$ cat src/rtl/mul_rs_dispatch_if.sv
`default_nettype none
// ============================================================================
//  Module      : mul_rs_dispatch_if
//  Description : Exec dispatch interface between the mul/div reservation
//                station (master, initiator) and the mul/div exec unit (slave).
//  Revision    : 1.0  initial release
// ============================================================================
interface mul_rs_dispatch_if #(
    parameter int DW = 8,
    parameter int TW = 3
);
    logic          ex_valid;
    logic          ex_ready;
    logic [DW-1:0] ex_rs1_data;
    logic [DW-1:0] ex_rs2_data;
    logic [3:0]    ex_func;
    logic [3:0]    ex_rd;
    logic [TW-1:0] ex_rob;
    logic [2:0]    ex_rs_index;
    logic          ex_done;
    logic [2:0]    ex_done_index;

    modport master (
        output ex_valid, ex_rs1_data, ex_rs2_data, ex_func, ex_rd, ex_rob, ex_rs_index,
        input  ex_ready, ex_done, ex_done_index
    );

    modport slave (
        input  ex_valid, ex_rs1_data, ex_rs2_data, ex_func, ex_rd, ex_rob, ex_rs_index,
        output ex_ready, ex_done, ex_done_index
    );
endinterface
`default_nettype wire

$ cat src/rtl/mul_rs_dispatch.sv
`default_nettype none
// ============================================================================
//  Module      : mul_rs_dispatch
//  Description : Reservation station for the mul/div unit. Buffers issued ops,
//                wakes pending operands from the result broadcast bus, and
//                dispatches one READY entry at a time to the exec unit.
//  Revision    : 1.0  initial release
// ============================================================================
module mul_rs_dispatch #(
    parameter int DEPTH = 3,
    parameter int DW    = 8,
    parameter int TW    = 3
) (
    input  wire logic          clk,
    input  wire logic          rst_n,
    input  wire logic          flush,
    input  wire logic          iss_valid,
    output logic               iss_ready,
    input  wire logic [3:0]    iss_func,
    input  wire logic [3:0]    iss_rd,
    input  wire logic [TW-1:0] iss_rob,
    input  wire logic          iss_j_rdy,
    input  wire logic          iss_k_rdy,
    input  wire logic [DW-1:0] iss_j_val,
    input  wire logic [DW-1:0] iss_k_val,
    input  wire logic [TW-1:0] iss_j_tag,
    input  wire logic [TW-1:0] iss_k_tag,
    input  wire logic          cdb_valid,
    input  wire logic [TW-1:0] cdb_tag,
    input  wire logic [DW-1:0] cdb_data,
    mul_rs_dispatch_if.master  ex,
    output logic               illegal_func,
    output logic [1:0]         occupancy
);
    localparam int       IW       = 3;
    localparam bit [3:0] C_FN_MUL = 4'b0010;
    localparam bit [3:0] C_FN_DIV = 4'b0011;

    typedef enum logic [1:0] {
        ST_FREE  = 2'd0,
        ST_WAIT  = 2'd1,
        ST_READY = 2'd2,
        ST_EXEC  = 2'd3
    } entry_state_t;

    // Entry storage
    entry_state_t  r_state  [DEPTH];
    logic [3:0]    r_func   [DEPTH];
    logic [3:0]    r_rd     [DEPTH];
    logic [TW-1:0] r_rob    [DEPTH];
    logic          r_j_rdy  [DEPTH];
    logic          r_k_rdy  [DEPTH];
    logic [DW-1:0] r_j_val  [DEPTH];
    logic [DW-1:0] r_k_val  [DEPTH];
    logic [TW-1:0] r_j_tag  [DEPTH];
    logic [TW-1:0] r_k_tag  [DEPTH];

    entry_state_t  w_state_nx [DEPTH];
    logic [3:0]    w_func_nx  [DEPTH];
    logic [3:0]    w_rd_nx    [DEPTH];
    logic [TW-1:0] w_rob_nx   [DEPTH];
    logic          w_j_rdy_nx [DEPTH];
    logic          w_k_rdy_nx [DEPTH];
    logic [DW-1:0] w_j_val_nx [DEPTH];
    logic [DW-1:0] w_k_val_nx [DEPTH];
    logic [TW-1:0] w_j_tag_nx [DEPTH];
    logic [TW-1:0] w_k_tag_nx [DEPTH];

    // Dispatch output registers
    logic          r_ex_valid,    w_ex_valid_nx;
    logic [DW-1:0] r_ex_rs1,      w_ex_rs1_nx;
    logic [DW-1:0] r_ex_rs2,      w_ex_rs2_nx;
    logic [3:0]    r_ex_func,     w_ex_func_nx;
    logic [3:0]    r_ex_rd,       w_ex_rd_nx;
    logic [TW-1:0] r_ex_rob,      w_ex_rob_nx;
    logic [IW-1:0] r_ex_idx,      w_ex_idx_nx;
    logic          r_illegal,     w_illegal_nx;
    logic [1:0]    r_occ,         w_occ_nx;

    logic          w_free_any, w_rdy_any, w_exec_any;
    logic [IW-1:0] w_free_idx, w_rdy_idx;
    logic          w_func_ok, w_issue;
    logic          w_bj, w_bk;

    assign w_func_ok = (iss_func == C_FN_MUL) || (iss_func == C_FN_DIV);
    assign iss_ready = w_free_any;
    assign w_issue   = iss_valid && w_free_any && w_func_ok;

    // Issue-time bypass: a broadcast in the allocation cycle satisfies a pending operand
    assign w_bj = cdb_valid && !iss_j_rdy && (iss_j_tag == cdb_tag);
    assign w_bk = cdb_valid && !iss_k_rdy && (iss_k_tag == cdb_tag);

    assign ex.ex_valid    = r_ex_valid;
    assign ex.ex_rs1_data = r_ex_rs1;
    assign ex.ex_rs2_data = r_ex_rs2;
    assign ex.ex_func     = r_ex_func;
    assign ex.ex_rd       = r_ex_rd;
    assign ex.ex_rob      = r_ex_rob;
    assign ex.ex_rs_index = r_ex_idx;
    assign illegal_func   = r_illegal;
    assign occupancy      = r_occ;

    // Priority pickers over start-of-cycle state: lowest FREE, lowest READY, any EXEC
    always_comb begin
        w_free_any = 1'b0;
        w_free_idx = '0;
        w_rdy_any  = 1'b0;
        w_rdy_idx  = '0;
        w_exec_any = 1'b0;
        for (int i = DEPTH - 1; i >= 0; i--) begin
            if (r_state[i] == ST_FREE) begin
                w_free_any = 1'b1;
                w_free_idx = IW'(i);
            end
            if (r_state[i] == ST_READY) begin
                w_rdy_any = 1'b1;
                w_rdy_idx = IW'(i);
            end
            if (r_state[i] == ST_EXEC) begin
                w_exec_any = 1'b1;
            end
        end
    end

    // Next-state: flush, wakeup, completion, handshake/dispatch, allocation
    always_comb begin
        for (int i = 0; i < DEPTH; i++) begin
            w_state_nx[i] = r_state[i];
            w_func_nx[i]  = r_func[i];
            w_rd_nx[i]    = r_rd[i];
            w_rob_nx[i]   = r_rob[i];
            w_j_rdy_nx[i] = r_j_rdy[i];
            w_k_rdy_nx[i] = r_k_rdy[i];
            w_j_val_nx[i] = r_j_val[i];
            w_k_val_nx[i] = r_k_val[i];
            w_j_tag_nx[i] = r_j_tag[i];
            w_k_tag_nx[i] = r_k_tag[i];
        end
        w_ex_valid_nx = r_ex_valid;
        w_ex_rs1_nx   = r_ex_rs1;
        w_ex_rs2_nx   = r_ex_rs2;
        w_ex_func_nx  = r_ex_func;
        w_ex_rd_nx    = r_ex_rd;
        w_ex_rob_nx   = r_ex_rob;
        w_ex_idx_nx   = r_ex_idx;
        w_illegal_nx  = 1'b0;
        w_occ_nx      = 2'd0;

        if (flush) begin
            for (int i = 0; i < DEPTH; i++) begin
                w_state_nx[i] = ST_FREE;
            end
            w_ex_valid_nx = 1'b0;
        end else begin
            for (int i = 0; i < DEPTH; i++) begin
                // Operand wakeup from the broadcast bus
                if (r_state[i] == ST_WAIT) begin
                    if (cdb_valid && !r_j_rdy[i] && (r_j_tag[i] == cdb_tag)) begin
                        w_j_rdy_nx[i] = 1'b1;
                        w_j_val_nx[i] = cdb_data;
                    end
                    if (cdb_valid && !r_k_rdy[i] && (r_k_tag[i] == cdb_tag)) begin
                        w_k_rdy_nx[i] = 1'b1;
                        w_k_val_nx[i] = cdb_data;
                    end
                    if (w_j_rdy_nx[i] && w_k_rdy_nx[i]) begin
                        w_state_nx[i] = ST_READY;
                    end
                end
                // Completion only frees an entry that is actually executing
                if (ex.ex_done && (ex.ex_done_index == IW'(i)) && (r_state[i] == ST_EXEC)) begin
                    w_state_nx[i] = ST_FREE;
                end
            end

            if (r_ex_valid && ex.ex_ready) begin
                w_ex_valid_nx = 1'b0;
                for (int i = 0; i < DEPTH; i++) begin
                    if ((r_ex_idx == IW'(i)) && (r_state[i] == ST_READY)) begin
                        w_state_nx[i] = ST_EXEC;
                    end
                end
            end else if (!r_ex_valid && !w_exec_any && w_rdy_any) begin
                w_ex_valid_nx = 1'b1;
                w_ex_idx_nx   = w_rdy_idx;
                for (int i = 0; i < DEPTH; i++) begin
                    if (w_rdy_idx == IW'(i)) begin
                        w_ex_rs1_nx  = r_j_val[i];
                        w_ex_rs2_nx  = r_k_val[i];
                        w_ex_func_nx = r_func[i];
                        w_ex_rd_nx   = r_rd[i];
                        w_ex_rob_nx  = r_rob[i];
                    end
                end
            end

            // Allocation targets an entry that was FREE at the start of the cycle
            if (w_issue) begin
                for (int i = 0; i < DEPTH; i++) begin
                    if (w_free_idx == IW'(i)) begin
                        w_func_nx[i]  = iss_func;
                        w_rd_nx[i]    = iss_rd;
                        w_rob_nx[i]   = iss_rob;
                        w_j_tag_nx[i] = iss_j_tag;
                        w_k_tag_nx[i] = iss_k_tag;
                        w_j_rdy_nx[i] = iss_j_rdy || w_bj;
                        w_k_rdy_nx[i] = iss_k_rdy || w_bk;
                        w_j_val_nx[i] = w_bj ? cdb_data : iss_j_val;
                        w_k_val_nx[i] = w_bk ? cdb_data : iss_k_val;
                        w_state_nx[i] = ((iss_j_rdy || w_bj) && (iss_k_rdy || w_bk))
                                        ? ST_READY : ST_WAIT;
                    end
                end
            end

            w_illegal_nx = iss_valid && !w_func_ok;
        end

        for (int i = 0; i < DEPTH; i++) begin
            if (w_state_nx[i] != ST_FREE) begin
                w_occ_nx = w_occ_nx + 2'd1;
            end
        end
    end

    // State and payload registers
    always_ff @(posedge clk or negedge rst_n) begin
        if (!rst_n) begin
            for (int i = 0; i < DEPTH; i++) begin
                r_state[i] <= ST_FREE;
                r_func[i]  <= '0;
                r_rd[i]    <= '0;
                r_rob[i]   <= '0;
                r_j_rdy[i] <= 1'b0;
                r_k_rdy[i] <= 1'b0;
                r_j_val[i] <= '0;
                r_k_val[i] <= '0;
                r_j_tag[i] <= '0;
                r_k_tag[i] <= '0;
            end
            r_ex_valid <= 1'b0;
            r_ex_rs1   <= '0;
            r_ex_rs2   <= '0;
            r_ex_func  <= '0;
            r_ex_rd    <= '0;
            r_ex_rob   <= '0;
            r_ex_idx   <= '0;
            r_illegal  <= 1'b0;
            r_occ      <= '0;
        end else begin
            for (int i = 0; i < DEPTH; i++) begin
                r_state[i] <= w_state_nx[i];
                r_func[i]  <= w_func_nx[i];
                r_rd[i]    <= w_rd_nx[i];
                r_rob[i]   <= w_rob_nx[i];
                r_j_rdy[i] <= w_j_rdy_nx[i];
                r_k_rdy[i] <= w_k_rdy_nx[i];
                r_j_val[i] <= w_j_val_nx[i];
                r_k_val[i] <= w_k_val_nx[i];
                r_j_tag[i] <= w_j_tag_nx[i];
                r_k_tag[i] <= w_k_tag_nx[i];
            end
            r_ex_valid <= w_ex_valid_nx;
            r_ex_rs1   <= w_ex_rs1_nx;
            r_ex_rs2   <= w_ex_rs2_nx;
            r_ex_func  <= w_ex_func_nx;
            r_ex_rd    <= w_ex_rd_nx;
            r_ex_rob   <= w_ex_rob_nx;
            r_ex_idx   <= w_ex_idx_nx;
            r_illegal  <= w_illegal_nx;
            r_occ      <= w_occ_nx;
        end
    end
endmodule
`default_nettype wire

$ cat src/flat_wrapper.sv
// flat-port wrapper written by rule: the top's interface ports become plain ports
module mul_rs_dispatch_flat 
#(
    parameter int DEPTH = 3,
    parameter int DW    = 8,
    parameter int TW    = 3
)
  (clk, rst_n, flush, iss_valid, iss_ready, iss_func, iss_rd, iss_rob, iss_j_rdy, iss_k_rdy, iss_j_val, iss_k_val, iss_j_tag, iss_k_tag, cdb_valid, cdb_tag, cdb_data, illegal_func, occupancy, ex_ex_valid, ex_ex_rs1_data, ex_ex_rs2_data, ex_ex_func, ex_ex_rd, ex_ex_rob, ex_ex_rs_index, ex_ex_ready, ex_ex_done, ex_ex_done_index);
  mul_rs_dispatch_if #(.DW(DW), .TW(TW)) ex_i ();
  input  wire logic clk;
  input  wire logic rst_n;
  input  wire logic flush;
  input  wire logic iss_valid;
  output logic iss_ready;
  input  wire logic [3:0] iss_func;
  input  wire logic [3:0] iss_rd;
  input  wire logic [TW-1:0] iss_rob;
  input  wire logic iss_j_rdy;
  input  wire logic iss_k_rdy;
  input  wire logic [DW-1:0] iss_j_val;
  input  wire logic [DW-1:0] iss_k_val;
  input  wire logic [TW-1:0] iss_j_tag;
  input  wire logic [TW-1:0] iss_k_tag;
  input  wire logic cdb_valid;
  input  wire logic [TW-1:0] cdb_tag;
  input  wire logic [DW-1:0] cdb_data;
  output logic illegal_func;
  output logic [1:0] occupancy;
  output wire logic [$bits(ex_i.ex_valid)-1:0] ex_ex_valid;
  output wire logic [$bits(ex_i.ex_rs1_data)-1:0] ex_ex_rs1_data;
  output wire logic [$bits(ex_i.ex_rs2_data)-1:0] ex_ex_rs2_data;
  output wire logic [$bits(ex_i.ex_func)-1:0] ex_ex_func;
  output wire logic [$bits(ex_i.ex_rd)-1:0] ex_ex_rd;
  output wire logic [$bits(ex_i.ex_rob)-1:0] ex_ex_rob;
  output wire logic [$bits(ex_i.ex_rs_index)-1:0] ex_ex_rs_index;
  input wire logic [$bits(ex_i.ex_ready)-1:0] ex_ex_ready;
  input wire logic [$bits(ex_i.ex_done)-1:0] ex_ex_done;
  input wire logic [$bits(ex_i.ex_done_index)-1:0] ex_ex_done_index;
  assign ex_ex_valid = ex_i.ex_valid;
  assign ex_ex_rs1_data = ex_i.ex_rs1_data;
  assign ex_ex_rs2_data = ex_i.ex_rs2_data;
  assign ex_ex_func = ex_i.ex_func;
  assign ex_ex_rd = ex_i.ex_rd;
  assign ex_ex_rob = ex_i.ex_rob;
  assign ex_ex_rs_index = ex_i.ex_rs_index;
  assign ex_i.ex_ready = ex_ex_ready;
  assign ex_i.ex_done = ex_ex_done;
  assign ex_i.ex_done_index = ex_ex_done_index;
  mul_rs_dispatch #(.DEPTH(DEPTH), .DW(DW), .TW(TW)) u_core (.clk(clk), .rst_n(rst_n), .flush(flush), .iss_valid(iss_valid), .iss_ready(iss_ready), .iss_func(iss_func), .iss_rd(iss_rd), .iss_rob(iss_rob), .iss_j_rdy(iss_j_rdy), .iss_k_rdy(iss_k_rdy), .iss_j_val(iss_j_val), .iss_k_val(iss_k_val), .iss_j_tag(iss_j_tag), .iss_k_tag(iss_k_tag), .cdb_valid(cdb_valid), .cdb_tag(cdb_tag), .cdb_data(cdb_data), .ex(ex_i), .illegal_func(illegal_func), .occupancy(occupancy));
endmodule
$ cat config.mk
export PLATFORM = sky130hd
export DESIGN_NAME = mul_rs_dispatch_flat
export DESIGN_NICKNAME = d
export VERILOG_FILES = /design/src/rtl/mul_rs_dispatch_if.sv /design/src/rtl/mul_rs_dispatch.sv /design/src/flat_wrapper.sv
export SDC_FILE = /design/constraint.sdc
export NUM_CORES = 1
export LEC_CHECK = 0
export ABC_AREA = 0
export CORE_MARGIN = 4
export CORE_UTILIZATION = 55
export DETAILED_ROUTE_END_ITERATION = 8
export GPL_TIMING_DRIVEN = 0
export HOLD_SLACK_MARGIN = 0.05
export PLACE_DENSITY = 0.75
export SYNTH_ARGS = -nofsm -noshare
export SYNTH_HDL_FRONTEND = slang
export SYNTH_SLANG_ARGS = --single-unit
$ cat constraint.sdc
create_clock -name clk -period 3.6 [get_ports clk]
set_input_delay 0.72 -clock clk [delete_from_list [all_inputs] [get_ports clk]]
set_output_delay 0.72 -clock clk [all_outputs]
set_load 0.005 [all_outputs]
# Word level (Yosys, flattened, before mapping)
# Index checks and enable logic that the tools add are counted.
totals:
  register_bits: 145
  wordCells: 246
op_classes:
  n_addsub: 2
  eq_ne: 27
  n_mux: 110
  bitwise: 2
  n_reduce_logical: 66
op_table:
  columns: ["cell", "count"]
  rows:
  - ["2-to-1 mux 8 bit", 26]
  - ["2-to-1 mux 2 bit", 24]
  - ["2-to-1 mux 24 bit", 2]
  - ["2-to-1 mux 1 bit", 44]
  - ["logical AND 1 bit", 35]
  - ["== test 3 bit", 8]
  - ["2-to-1 mux 4 bit", 6]
  - ["2-to-1 mux 6 bit", 3]
  - ["== test 2 bit, second input constant", 8]
  - ["2-to-1 mux 3 bit", 5]
  - ["zero test 3 bit", 4]
  - ["AND reduction 3 bit", 4]
  - ["zero test 1 bit", 11]
  - ["== test 2 x 1 -> 1 bit, second input constant", 5]
  - ["== test 4 x 2 -> 1 bit, second input constant", 2]
  - ["== test 3 x 1 -> 1 bit, second input constant", 2]
  - ["== test 3 x 2 -> 1 bit, second input constant", 2]
  - ["zero test 2 bit", 3]
  - ["nonzero test 2 bit", 3]
  - ["nonzero test 3 bit", 2]
  - ["AND reduction 4 bit", 1]
  - ["logical OR 1 bit", 3]
  - ["adder 1 x 1 -> 2 bit, second input constant", 1]
  - ["adder 2 x 1 -> 2 bit, second input constant", 1]
  - ["inverter 1 bit", 2]

# Logic depth before layout (Yosys ltp)
# Gate-level depths: netlist of run 1.
logic_depth:
  depth_word: 21
  mapped_depth: 10

# Least setup slack after synthesis of run 1
# Ideal clock, no wire load.
synth_timing:
  kind: "input to register"
  startpoint: "input port cdb_tag[1]"
  endpoint: "register u_core.r_occ[0], in the netlist u_core.occupancy[0]"
  setup_time_ns: 0.123
  arrival_time_ns: 2.427
  required_time_ns: 3.477
  slack_ns: 1.051
  cell_stages: 9
  cell_sequence: "buf_2 xor2_1 nor4_1 buf_2 o32a_1 o221ai_1 o31a_1 ha_1 xnor2_1"
synth_between:
  elab_chain_cells: 20
  elab_cells_between_ends: 67
synth_lines:
  columns: ["item", "line", "rtl"]
  rows:
  - ["start, declared", "flat_wrapper.sv:25", "input wire logic [TW-1:0] cdb_tag;"]
  - ["== test 3 bit, on equally long branches", "mul_rs_dispatch.sv:158, mul_rs_dispatch.sv:162", null]
  - ["logical AND 1 bit, on equally long branches", "mul_rs_dispatch.sv:158, mul_rs_dispatch.sv:162", null]
  - ["2-to-1 mux 1 bit, on equally long branches", "mul_rs_dispatch.sv:158, mul_rs_dispatch.sv:162", null]
  - ["2-to-1 mux 1 bit", "mul_rs_dispatch.sv:157", "if (r_state[i] == ST_WAIT) begin"]
  - ["2-to-1 mux 1 bit", "mul_rs_dispatch.sv:149", "if (flush) begin"]
  - ["logical AND 1 bit", "mul_rs_dispatch.sv:166", "if (w_j_rdy_nx[i] && w_k_rdy_nx[i]) begin"]
  - ["2-to-1 mux 2 bit", "mul_rs_dispatch.sv:166", null]
  - ["2-to-1 mux 2 bit", "mul_rs_dispatch.sv:157", null]
  - ["(+5 left out)", null, null]
  - ["2-to-1 mux 6 bit (*)", "mul_rs_dispatch.sv:149", null]
  - ["nonzero test 2 bit", "mul_rs_dispatch.sv:220", "if (w_state_nx[i] != ST_FREE) begin"]
  - ["2-to-1 mux 1 bit", "mul_rs_dispatch.sv:220", null]
  - ["adder 1 x 1 -> 2 bit", "mul_rs_dispatch.sv:221", "w_occ_nx = w_occ_nx + 2'd1;"]
  - ["2-to-1 mux 2 bit", "mul_rs_dispatch.sv:220", null]
  - ["adder 2 x 1 -> 2 bit", "mul_rs_dispatch.sv:221", null]
  - ["2-to-1 mux 2 bit (*)", "mul_rs_dispatch.sv:220", null]
  - ["net u_core.w_occ_nx[0]", "mul_rs_dispatch.sv:78", "logic [1:0] r_occ, w_occ_nx;"]
  - ["end signal, assigned", "mul_rs_dispatch.sv:271", "r_occ <= w_occ_nx;"]
  - ["end, declared", "mul_rs_dispatch.sv:78", null]
# Mark *: on every way through the listed nets, which the timed path passes. The rest lies on a longest branch. The select of a mux whose other input is x is not followed.
# A chain may end at the register's enable or synchronous reset.

# Worst setup path after layout of run 1
layout_timing:
  startpoint: "input port cdb_valid"
  endpoint: "register u_core.r_occ[0], in the netlist u_core.occupancy[0]"
layout_between:
  elab_chain_cells: 20
  elab_cells_between_ends: 67
layout_lines:
  columns: ["item", "line", "rtl"]
  rows:
  - ["start, declared", "flat_wrapper.sv:24", "input wire logic cdb_valid;"]
  - ["logical AND 1 bit, on equally long branches (2 in a row)", "mul_rs_dispatch.sv:158, mul_rs_dispatch.sv:162", null]
  - ["2-to-1 mux 1 bit, on equally long branches", "mul_rs_dispatch.sv:158, mul_rs_dispatch.sv:162", null]
  - ["2-to-1 mux 1 bit", "mul_rs_dispatch.sv:157", null]
  - ["2-to-1 mux 1 bit", "mul_rs_dispatch.sv:149", null]
  - ["logical AND 1 bit", "mul_rs_dispatch.sv:166", null]
  - ["2-to-1 mux 2 bit", "mul_rs_dispatch.sv:166", null]
  - ["2-to-1 mux 2 bit", "mul_rs_dispatch.sv:157", null]
  - ["2-to-1 mux 2 bit", "mul_rs_dispatch.sv:171", "if (ex.ex_done && (ex.ex_done_index == IW'(i)) && (r_state[i] == ST_EXEC)) begin"]
  - ["(+4 left out)", null, null]
  - ["2-to-1 mux 6 bit (*)", "mul_rs_dispatch.sv:149", null]
  - ["nonzero test 2 bit", "mul_rs_dispatch.sv:220", null]
  - ["2-to-1 mux 1 bit", "mul_rs_dispatch.sv:220", null]
  - ["adder 1 x 1 -> 2 bit", "mul_rs_dispatch.sv:221", null]
  - ["2-to-1 mux 2 bit", "mul_rs_dispatch.sv:220", null]
  - ["adder 2 x 1 -> 2 bit", "mul_rs_dispatch.sv:221", null]
  - ["2-to-1 mux 2 bit (*)", "mul_rs_dispatch.sv:220", null]
  - ["net u_core.w_occ_nx[0]", "mul_rs_dispatch.sv:78", null]
# Marked as above.

==> results of run 1 <==
metal layers:
| metal | vias to the layer above | part of all wire | track usage |
|---|---|---|---|
| li1 | 2516 | - | - |
| met4 | 0 | 0.029 | 0.107 |
| met1 | 2854 | 0.41 | 0.361 |
| met5 | - | 0 | 0 |
| met3 | 50 | 0.077 | 0.0597 |
| met2 | 269 | 0.49 | 0.451 |
metrics by stage:
stage,utilization,power [W],setup slack [ns],std cells
after CTS,0.695,0.00467,0.529,915
after floorplan,-,0.00245,1.05,624
after global placement,0.647,0.00292,-3.72,882
final,0.695,0.00464,0.445,915
after detailed placement,0.649,0.00296,-0.00969,883
after global routing,0.695,0.00486,0.283,915
power groups by stage:
stage | Sequential, W | Combinational [W] | Clock (W)
6_report | 0.00207 | 0.000880 | 0.00170
5_1_grt | 0.00210 | 0.000963 | 0.00179
4_1_cts | 0.00206 | 0.000888 | 0.00172
3_5_place_dp | 0.00209 | 0.000876 | 0
3_3_place_gp | 0.00207 | 0.000847 | 0
2_1_floorplan | 0.00206 | 0.000386 | 0
final timing paths:
| check | startpoint | to | depth (start not counted) |
|---|---|---|---|
| max in group asynchronous | rst_n | u_core.r_j_val[19]$_DFFE_PN0N_ | 2 |
| min in group clk | u_core.r_func[9]$_DFFE_PN0P_ | u_core.r_func[9]$_DFFE_PN0P_ | 1 |
| worst max-delay path | cdb_valid | u_core.occupancy[0]$_DFF_PN0_ | 9 |
| worst max register to register | u_core.r_state[5]$_DFF_PN0_ | u_core.occupancy[0]$_DFF_PN0_ | 8 |
| worst min-delay path | rst_n | u_core.r_rob[5]$_DFFE_PN0P_ | 1 |
| worst min register to register | u_core.r_func[9]$_DFFE_PN0P_ | u_core.r_func[9]$_DFFE_PN0P_ | 1 |
cell usage in the layout (no fill, tap or decap), types with 9 or more instances in the layout:
cell type        Yosys  routed
dfrtp_1            144     144
buf_2               23      23
a21o_1              28      28
mux2_2              44      44
xnor2_1             16      16
a222oi_1            17      17
a211oi_1            27      27
nor2b_1             11      11
clkbuf_1            12      17
clkdlybuf4s50_1      0      85
xor2_1               9       9
nor2_1              75      75
inv_1               24      24
a221oi_1            32      32
a21oi_1             11      11
mux2i_1             44      44
clkbuf_16            0      17
cell families after synthesis:
family / synth area share
xor+xnor: 0.0310
mux: 0.133
buf+inv: 0.0482
fa+ha+maj: 0.00355
other cells: 0.000531
compound gates: 0.162
simple gates: 0.112
flops: 0.511
cell type report:
class / count / area (sq um) / share of cell area
buffer: 47 / 246 / 0.0282
clock buffer: 28 / 527 / 0.0603
clock inverter: 4 / 47.5 / 0.00544
inverter: 25 / 93.8 / 0.0107
multi-input combinational: 408 / 3110 / 0.356
sequential: 144 / 3600 / 0.413
tap: 172 / 215 / 0.0246
timing repair buffer: 87 / 890 / 0.102
sequential cells by signal (all words and copies together) (netlist names), 4 cells and up:
name	flops
u_core.r_j_val	24
u_core.r_k_val	24
u_core.r_func	12
u_core.r_rd	12
u_core.r_j_tag	9
u_core.r_k_tag	9
u_core.r_rob	9
u_core.ex.ex_rs1_data	8
u_core.ex.ex_rs2_data	8
u_core.r_state	6
u_core.ex.ex_func	4
u_core.ex.ex_rd	4
==> key figures, run 1 <==
Run status
  – Status: finished clean

Logic synthesis
  – Synthesized area: 0.00706 sq mm
  – Async S/R FF share, synth: 1.00
  – EDFF count, synth: 0
  – Main synth FF type: dfrtp_1
  – Commonest cells post-synth: dfrtp_1 (144), nor2_1 (75), mux2_2 (44), mux2i_1 (44), a221oi_1 (32)
  – Post-synth top area share: 0.511
  – Syn_area_per_cell: 11.3 sq um
  – Yosys warns: 0
  – Sequential element share of the synthesized area: 0.511
  – Area leader, netlist: dfrtp_1
  – Number of synthesized register bits: 144
  – Synth top area cells: dfrtp_1 (51%), mux2_2 (7.0%), mux2i_1 (6.2%)
  – Post-Syn Instances: 624
  – Syn nets: between 600 and 700
  – Count leader, synth: dfrtp_1
  – Netlist cell types: 56

Placed design
  – Post-DP HPWL: 13,300 um
  – Post-DP Area: 0.00816 sq mm
  – Routability cong.: 0.864
  – # port buffers: 86

Timing
  – Final Slew Violations: 0
  – Crit path time final: 3.15 ns
  – Clk_skew: 0.00744 ns
  – Final Hold Vio Count: 0
  – Worst Tran Pin Value: 0.778 ns
  – Unrepaired setup endpoints after global routing: false
  – Post-route clock period utilization: 0.876
  – Max frequency: 0.317 GHz
  – Final Setup Violations: 0
  – Slew margin rel.: 0.481
  – WHS: about 0.36 ns
  – Setup TNS: 0 ns

Global route
  – Gr usage total: 0.276
  – Initial antenna violation count: 0
  – First-pass GRT wire length: 31,300 um
  – Largest net degree at the start of global routing: 85
  – Vias in the first global route: 5,943
  – Grt ovf: 0

Power
  – Power Density: 532 mW/mm^2
  – VDD IR max: about 0.42 mV
  – Logic gate share of total power: 0.189
  – Leakage: 4.11 nW
  – Clock power frac: 0.366
  – Sequential power share: 0.445
  – NetSw: 0.00114 W
  – Internal: 0.00350 W
  – Net Sw Frac: 0.246

Setup path
  – Required @ worst endpoint: between 3 and 4 ns
  – Crit path buf inv count: 2
  – Startpoint types: input port
  – Delay-heaviest family, CP: buffers and inverters
  – Setup crit end kind: flip-flop
  – Crit-path cells: clkdlybuf4s50_1 > nand4bb_1 > nor4_1 > buf_2 > o32a_1 > o221ai_1 > o31a_1 > ha_1 > xnor2_1
  – Crit-path slowest cell: clkdlybuf4s50_1
  – Worst Path Max Fanout: 10
  – Critical path type: in2reg
  – FF-to-FF setup slack: 0.92 ns
  – Max stage delay on crit path: 0.65 ns
  – Critical Path AT: 3.46 ns

Floorplanning
  – Die width: 121 um
  – Die Span Y: 121 um
  – I/O pin count: 91
  – Row Count: 41
  – Die ar.: 0.0147 sq mm
  – Starting Density: 0.561
  – Core ar.: 0.0126 sq mm

Clocking
  – Postcts setup bufs: 0
  – Worst-path clk slew: 0.06 ns
  – Post_cts resized: 0
  – Max clock buf depth: 2
  – H-tree depth: 4
  – Hold Buf Count CTS: 0
  – Clock Latency Late Sink: 0.42 ns
  – CTS Sinks: 144
  – CTS buffer count: 17
  – CTS tree: yes
  – Clock Root Buffer: clkbuf_16

Final layout
  – Antenna Cells: 0
  – Share of cells above drive strength 1: 0.157
  – Fillers: 963
  – Final-stage net count: about 800
  – Post-layout instance area: 0.00873 sq mm
  – Area grow syn2layout: 23.8%

Worst hold path
  – Hold crit path type: in2async

Routing
  – Via density: 6.22
  – Vias: ~5,700
  – First DRT Iteration DRCs: 800
  – Routed Antenna Nets: 0
  – Total routed wirelength: 19,300 um
  – DRC violation count after routing: 0
  – TritonRoute pass-1 iters: 9
  – Avg WL per Cell: 21.1 um

Flow run
  – Maxcap violations: 0
(Power assumes the default switching activity.)
==> inputs of run 2 (changes only) <==
--- a/config.mk
+++ b/config.mk
@@ -6,6 +6,7 @@
 export NUM_CORES = 1
 export LEC_CHECK = 0
 export ABC_AREA = 0
+export CAP_MARGIN = 20
 export CORE_MARGIN = 4
 export CORE_UTILIZATION = 55
 export DETAILED_ROUTE_END_ITERATION = 8
==> results of run 2 <==
No change in the layout: final DEF, timing and power equal those of run 1.
==> inputs of run 3 (changes only) <==
--- a/config.mk
+++ b/config.mk
@@ -10,6 +10,7 @@
 export CORE_MARGIN = 4
 export CORE_UTILIZATION = 55
 export DETAILED_ROUTE_END_ITERATION = 8
+export GPL_ROUTABILITY_DRIVEN = 1
 export GPL_TIMING_DRIVEN = 0
 export HOLD_SLACK_MARGIN = 0.05
 export PLACE_DENSITY = 0.75
==> results of run 3 <==
No change in the layout: final DEF, timing and power equal those of run 1.
